--- src/rtl/seg_display_arbiter_pkg.sv ---
// Shared definitions for the seven-segment display arbiter.
// FSM state encoding and display digit geometry.
package seg_display_arbiter_pkg;

  typedef enum logic [1:0] {
    ST_IDLE   = 2'd0,
    ST_GRANT  = 2'd1,
    ST_LINGER = 2'd2
  } state_t;

  localparam int DIGIT_W = 4;
  localparam int DIGITS  = 4;

endpackage

--- src/rtl/seg_rr_pick.sv ---
// Combinational round-robin picker: first set req after 'last', wrapping.
// 'last' itself is the lowest priority.
module seg_rr_pick #(
  parameter int NUM_REQ = 4
) (
  input  logic [NUM_REQ-1:0] req,
  input  logic [2:0]         last,
  output logic [2:0]         pick,
  output logic               any
);

  localparam int IW = (NUM_REQ > 1) ? $clog2(NUM_REQ) : 1;

  // Scan farthest-first so the nearest hit overwrites earlier ones.
  always_comb begin
    pick = last;
    any  = 1'b0;
    for (int k = NUM_REQ; k >= 1; k--) begin
      if (req[IW'((int'(last) + k) % NUM_REQ)]) begin
        pick = 3'((int'(last) + k) % NUM_REQ);
        any  = 1'b1;
      end
    end
  end

endmodule

--- src/rtl/seg_display_arbiter.sv ---
// Round-robin owner of the 4-digit display with a minimum hold time.
// Feeds val3..val0 of the seven-segment driver.
module seg_display_arbiter
  import seg_display_arbiter_pkg::*;
#(
  parameter int NUM_REQ     = 4,
  parameter int HOLD_CYCLES = 100_000_000
) (
  input  logic                           clk,
  input  logic                           rst,
  input  logic [NUM_REQ-1:0]             req,
  input  logic [DIGIT_W*DIGITS*NUM_REQ-1:0] data,
  output logic [NUM_REQ-1:0]             gnt,
  output logic [2:0]                     owner,
  output logic                           active,
  output logic [DIGIT_W-1:0]             val3,
  output logic [DIGIT_W-1:0]             val2,
  output logic [DIGIT_W-1:0]             val1,
  output logic [DIGIT_W-1:0]             val0
);

  localparam int IW = (NUM_REQ > 1) ? $clog2(NUM_REQ) : 1;
  localparam int CW = $clog2(HOLD_CYCLES);
  localparam int DW = DIGIT_W * DIGITS;

  state_t             state, state_n;
  logic [CW-1:0]      cnt, cnt_n;
  logic [NUM_REQ-1:0] gnt_n;
  logic [2:0]         owner_n;
  logic [2:0]         pick;
  logic               any;
  logic               expire;
  logic               own_req;
  logic [DW-1:0]      words [NUM_REQ];
  logic [DW-1:0]      val_q;

  for (genvar i = 0; i < NUM_REQ; i++) begin : g_words
    assign words[i] = data[DW*i +: DW];
  end

  seg_rr_pick #(
    .NUM_REQ(NUM_REQ)
  ) u_pick (
    .req (req),
    .last(owner),
    .pick(pick),
    .any (any)
  );

  assign expire  = (cnt == CW'(HOLD_CYCLES - 1));
  assign own_req = req[owner[IW-1:0]];

  always_comb begin
    state_n = state;
    cnt_n   = cnt;
    gnt_n   = gnt;
    owner_n = owner;
    unique case (state)
      ST_IDLE: begin
        if (any) begin
          state_n = ST_GRANT;
          gnt_n   = NUM_REQ'(1) << pick;
          owner_n = pick;
          cnt_n   = '0;
        end
      end
      ST_GRANT, ST_LINGER: begin
        if (expire) begin
          // Rotation makes the current owner lowest priority.
          if (any) begin
            state_n = ST_GRANT;
            gnt_n   = NUM_REQ'(1) << pick;
            owner_n = pick;
          end else begin
            state_n = ST_IDLE;
            gnt_n   = '0;
          end
          cnt_n = '0;
        end else begin
          cnt_n = cnt + CW'(1);
          if (state == ST_GRANT && !own_req) begin
            state_n = ST_LINGER;
            gnt_n   = '0;
          end
        end
      end
      default: begin
        state_n = ST_IDLE;
        gnt_n   = '0;
        cnt_n   = '0;
      end
    endcase
  end

  always_ff @(posedge clk or posedge rst) begin
    if (rst) begin
      state <= ST_IDLE;
      cnt   <= '0;
      gnt   <= '0;
      owner <= 3'(NUM_REQ - 1);
      val_q <= '0;
    end else begin
      state <= state_n;
      cnt   <= cnt_n;
      gnt   <= gnt_n;
      owner <= owner_n;
      if (state == ST_GRANT)
        val_q <= words[owner[IW-1:0]];
    end
  end

  assign active = (state != ST_IDLE);
  assign {val3, val2, val1, val0} = val_q;

endmodule

--- config.mk ---
export PLATFORM = sky130hd
export DESIGN_NAME = seg_display_arbiter
export DESIGN_NICKNAME = d
export VERILOG_FILES = /design/src/rtl/seg_display_arbiter_pkg.sv /design/src/rtl/seg_rr_pick.sv /design/src/rtl/seg_display_arbiter.sv
export SDC_FILE = /design/constraint.sdc
export NUM_CORES = 1
export LEC_CHECK = 0
export CELL_PAD_IN_SITES_DETAIL_PLACEMENT = 1
export CELL_PAD_IN_SITES_GLOBAL_PLACEMENT = 1
export CORE_MARGIN = 2
export CORE_UTILIZATION = 35
export DETAILED_ROUTE_END_ITERATION = 10
export PLACE_DENSITY_LB_ADDON = 0.1
export SLEW_MARGIN = 20
export SYNTH_ARGS = -nofsm -noshare
export SYNTH_HDL_FRONTEND = slang
export SYNTH_SLANG_ARGS = --single-unit
--- constraint.sdc ---
create_clock -name clk -period 5.8 [get_ports clk]
set_clock_uncertainty 0.15 [all_clocks]
set_input_delay 1.74 -clock clk [delete_from_list [all_inputs] [get_ports clk]]
set_output_delay 1.74 -clock clk [all_outputs]
set_load 0.05 [all_outputs]
After elaboration in Yosys (flattened, before gate mapping)
Cells that the tools add are included.
- register bits: 52
- input port bits: 70
- output and inout port bits: 24
- word-level logic and storage cells: 81
- add/sub/neg operators: 5
- $lt $le $gt $ge: 6
- equal/unequal tests: 6
- shifts and indexed selects: 1
- multiplexer cells: 41
- bitwise gates (word level): 5
- reduce and logical (&&, ||, !) cells: 12
- operators by type and width (kind ; count):
    $mux 27 ; 2
    $pmux 27 s2 ; 1
    $bmux 16 s2 ; 1
    $mux 16 ; 2
    $add 27x1->27 const B ; 1
    $eq 27x27->1 const B ; 1
    $mux 3 ; 6
    $lt 2x4->1 const B ; 4
    $mux 4 ; 4
    $mux 1 ; 14
    $bmux 1 s2 ; 5
    $reduce_or 2->1 ; 5
    $pmux 4 s2 ; 1
    $mux 2 ; 3
    $pmux 3 s2 ; 1
    $add 2x1->2 const B ; 2
    $add 2x2->2 const B ; 2
    $and 1x1->1 const A ; 4
    $ne 2x2->1 const B ; 2
    $pmux 2 s2 ; 1
    $reduce_and 2->1 ; 2
    $reduce_bool 2->1 ; 2
    $shl 1x3->4 const A ; 1
    $ge 3x3->1 const B ; 1
    8 further kinds ; 8

Logic depth before layout (Yosys ltp)
- depth in word-level cells: 12
- mapped depth: 7
- depth with buffers taken out: 6

Hierarchy
From an unflattened synthesis, not the netlist that was laid out.
- cell total of the unflattened synthesis: 277
- area, all modules: 3045.4 um2
- modules (own cells, without submodules) (module ; instances ; cells each ; area an instance (um2) ; sequential area each (um2)):
    seg_display_arbiter ; 1 ; 262 ; 2966.6 ; 1303.8
    seg_rr_pick ; 1 ; 15 ; 78.8 ; 0.0

Worst setup path after synthesis
No wires, ideal clock.
- kind: input -> register
- start: in req[3]
- end: reg gnt[0]
- setup time: 68 ps
- arrival time: 2999 ps
- data required time: 5582 ps
- slack: 2583 ps
- stages on the path: 5
- path through: mux4_2 nand2b_4 a21o_1 a211oi_4 a32o_1
- longest elaborated chain between the ends: 11
- elaborated cells between the ends (all ways): 32
- classes of those cells: eq/ne: 2; shift: 1; mux: 26; reduce/logical: 3
- RTL lines (what ; line ; RTL):
    start, declared ; seg_display_arbiter.sv:11 ; input logic [NUM_REQ-1:0] req,
    $bmux 1 s2 ; seg_rr_pick.sv:19 ; if (req[IW'((int'(last) + k) % NUM_REQ)]) begin
    $mux 1 (not written as such) (2 in a row) ; seg_rr_pick.sv:19 ;
    $mux 3 (4 in a row) ; seg_rr_pick.sv:19 ;
    $shl 1x3->4 ; seg_display_arbiter.sv:62, seg_display_arbiter.sv:72 ;
    $mux 4 ; seg_display_arbiter.sv:70 ; if (any) begin
    $mux 4 ; seg_display_arbiter.sv:68 ; if (expire) begin
    $pmux 4 s2 ; seg_display_arbiter.sv:58 ; unique case (state)
    end signal, assigned ; seg_display_arbiter.sv:105 ; gnt <= gnt_n;
    end, declared ; seg_display_arbiter.sv:13 ; output logic [NUM_REQ-1:0] gnt,
Parallel ways exist; a longest one is shown, timed or not. The select of a mux whose other input is x is not followed.
A chain may end at the register's enable or synchronous reset.

Worst setup path after layout
- start: reg owner[0]
- end: out owner[0]
- RTL lines (what ; line ; RTL):
    start, declared ; seg_display_arbiter.sv:14 ; output logic [2:0] owner,
    start signal, assigned ; seg_display_arbiter.sv:100 ; owner <= 3'(NUM_REQ - 1);
    start signal, assigned ; seg_display_arbiter.sv:106 ; owner <= owner_n;
No word-level cell between the ends.

==> run summary <==
Post-Syn Instances: 247
Cell with the most instances after synthesis: sky130_fd_sc_hd__dfrtp_1
Number of H-tree branching levels: 2
Peak fanout along the critical path: 21
Total Wirelength: 7870 um
Critical-path top delay cell: sky130_fd_sc_hd__dfstp_2
Worst hold slack across all endpoints: 0.361 ns
DRC: 0
Insertion delay of the later-clocked pin in the worst-skew pair: 0.31 ns
Post-Place Worst Slack: 1.62 ns
NumNets Final: 412
Minimum clock period: 4.09 ns
Hold EP: cnt[1]
Maximum number of pins on one net before global-route repair: 53
Cell at the root of the clock tree: sky130_fd_sc_hd__clkbuf_8
Die ar.: 9130 um2
Cell types occupying the most area after synthesis: sky130_fd_sc_hd__dfrtp_1, sky130_fd_sc_hd__mux4_2, sky130_fd_sc_hd__mux2_2
Worst voltage drop across the vdd grid: 0.282 mV
Number of cell instances on the worst register-to-register path: 5
Starting utilization of the core area: 0.359
Outcome: complete, no violations
Max-slew violation count: 0
Sequential cell area: 1300 um2
CTS sink cnt: 52
Post-DRT Antenna Nets: 0
Setup repair after global routing missed its margin: false
Mapped Avg Cell Area: 11.9 um2
Worst hold stages: 2
Leading cell types by count after synthesis: sky130_fd_sc_hd__dfrtp_1, sky130_fd_sc_hd__nor2_1, sky130_fd_sc_hd__mux4_2
Area grow syn2layout: 37.7%
Leakage power figure: 1.63 nW
Drt first pass iters: 4
Count of instances resized after the clock tree is built: 0
Share of flip-flops with an asynchronous set or reset: 1.00
Top-area cell type share of the netlist area: 0.426
Core ar.: 8180 um2
Final cycle utilization of the critical path: 0.705
Portion of the post-synthesis area used by sequential elements: 0.444
RR Startpoint: cnt[20]
Crit Path Class: reg2out
Slew HR: 0.311
Footprint of the multi-input gates: 1540 um2
Synth area leader: sky130_fd_sc_hd__dfrtp_1
Number of storage elements in the synthesis netlist: 52
Average detailed-routed wire length per instance: 17.7 um
Maximum buffer depth of the clock tree: 2
Worst endpoint required time: 3.91 ns
Setup crit start kind: flip-flop
TNS Setup: 0 ns
Iteration-0 DRC count of the detailed router: 40
Number of enable-type register cells in the synthesized netlist: 0
Synth Cell Area: 2930 um2
First-pass GRT wire length: 13000 um
Synthesized netlist net count: 321
Count of unique library cells instantiated by Yosys: 48
GP Congestion: 0.767
Mean number of vias per cell: 5.23
Actual transition at the worst max-transition pin: 1.03 ns
Cell-by-cell trace of the critical path: clkdlybuf4s50_1
Number of buffers added on ports: 93
Worst setup EP type: primary output
Post CTS Setup Buffer Count: 0
Clock transition time at the flip-flop clock pins of the worst setup and hold paths: 0.10 ns
Detailed placement HPWL: 5910 um
Worst hold start: cnt[1]
PnR worst setup slack: 1.71 ns
Power Density: 435 nW/um2
Capture point of the worst reg-to-reg path: cnt[23]
Max cap viols: 0
Total global routing track utilization: 0.189
Post-synth top flop: sky130_fd_sc_hd__dfrtp_1
Placed cell count: 436
Hold Fails Final Rpt: 0
Antenna violations before repair: 0
Via count of the first global-routing pass: 2505
Yosys warns: 0
Cell family with most CP delay: flip-flops
CP max stage delay: 0.96 ns
Data arrival time of the critical path: 2.20 ns
I/O pin count: 94
Combined buffer and inverter count along the critical path: 1
Die height: 95.6 um
ANT cells: 0
Maximum achievable frequency: 0.244 GHz
Setup Viol. Count Final: 0
Hold crit path type: reg2reg
CTS tree: yes
Number of non-filler instances in the completed layout: 444
GRT overflow: 0
Share of post-route cells with drive strength above 1: 0.153
Slack of the worst reg-to-reg path: 2.97 ns
Horizontal extent of the die: 95.6 um
Post-layout instance area: 4040 um2
Cts bufs inserted: 5
Number of filler cells placed in the layout: 882
Routed vias: 2324
Number of buffers added to fix hold violations after cts: 0
Number of standard-cell rows in the floorplan: 33
Standard cell area after detailed placement: 3950 um2
placed cells by master (no fill, tap or decap), types with 5 or more instances in the layout:
| cell type | instances |
|---|---|
| sky130_fd_sc_hd__clkbuf_8 | 6 |
| sky130_fd_sc_hd__a21oi_1 | 9 |
| sky130_fd_sc_hd__nand3_1 | 10 |
| sky130_fd_sc_hd__xor2_1 | 14 |
| sky130_fd_sc_hd__and3_1 | 5 |
| sky130_fd_sc_hd__nand4_1 | 7 |
| sky130_fd_sc_hd__inv_1 | 8 |
| sky130_fd_sc_hd__clkdlybuf4s50_1 | 93 |
| sky130_fd_sc_hd__nand2_1 | 14 |
| sky130_fd_sc_hd__mux2_2 | 16 |
| sky130_fd_sc_hd__dfrtp_1 | 50 |
| sky130_fd_sc_hd__mux4_2 | 17 |
| sky130_fd_sc_hd__mux2i_1 | 6 |
| sky130_fd_sc_hd__nor2_1 | 21 |
worst max-delay path by stage:
| stage | start | to | slack (ns) | depth (start not counted) |
|---|---|---|---|---|
| floorplan | req[3] | gnt[0] | 2.58 | 5 |
| global placement | req[3] | cnt[23] | 1.71 | 5 |
| detailed placement | req[3] | cnt[25] | 1.62 | 5 |
| CTS | owner[0] | owner[0] | 1.62 | 1 |
| global route | owner[0] | owner[0] | 1.56 | 1 |
| finish | owner[0] | owner[0] | 1.71 | 1 |
metal layers:
layer  part of all wire  up-vias  GRT usage
li1                   -     1098          -
met1               0.44     1178      0.240
met2               0.53       39      0.334
met3              0.023        9     0.0261
met4              0.016        0     0.0560
met5                  0        -          0
layout make-up:
type                            instances  area share
Clock buffer                            8      0.0223
Inverter                                9     0.00836
Multi-Input combinational cell        176       0.382
Sequential cell                        52       0.323
Tap cell                              105      0.0325
Timing Repair Buffer                   94       0.232
cells by family (layout without fill, tap and decap cells):
| group | Yosys count | after routing | synth area share |
|---|---|---|---|
| AOI/OAI and AO/OA | 31 | 31 | 0.0780 |
| buffers and inverters | 19 | 111 | 0.0298 |
| muxes | 39 | 39 | 0.212 |
| adders and majority gates | 4 | 4 | 0.0171 |
| xor gates and xnor gates | 17 | 17 | 0.0507 |
| and+or+nand+nor | 85 | 85 | 0.168 |
| DFF | 52 | 52 | 0.444 |
state kept, by name, indices dropped and copies added (netlist names):
name,count
cnt,27
gnt,4
owner,3
state,2
val_q,16
stage by stage:
stage	total power, W	utilization
after floorplan	0.00126	-
after global placement	0.00155	0.483
after detailed placement	0.00157	0.483
after CTS	0.00179	0.494
after global routing	0.00187	0.494
final	0.00176	0.494
tightest hold or removal path, delay by kind of cell (launching register included):
family	cells	cell delay, ns
and+or+nand+nor	2	0.11
DFF	1	0.38
report_power, final:
| group | internal, W | switching, W | total (W) |
|---|---|---|---|
| combinational | 0.000439 | 0.000533 | 0.000972 |
| clock | 0.0000978 | 0.000121 | 0.000219 |
| sequential | 0.000457 | 0.000110 | 0.000567 |
(Power assumes the default switching activity.)
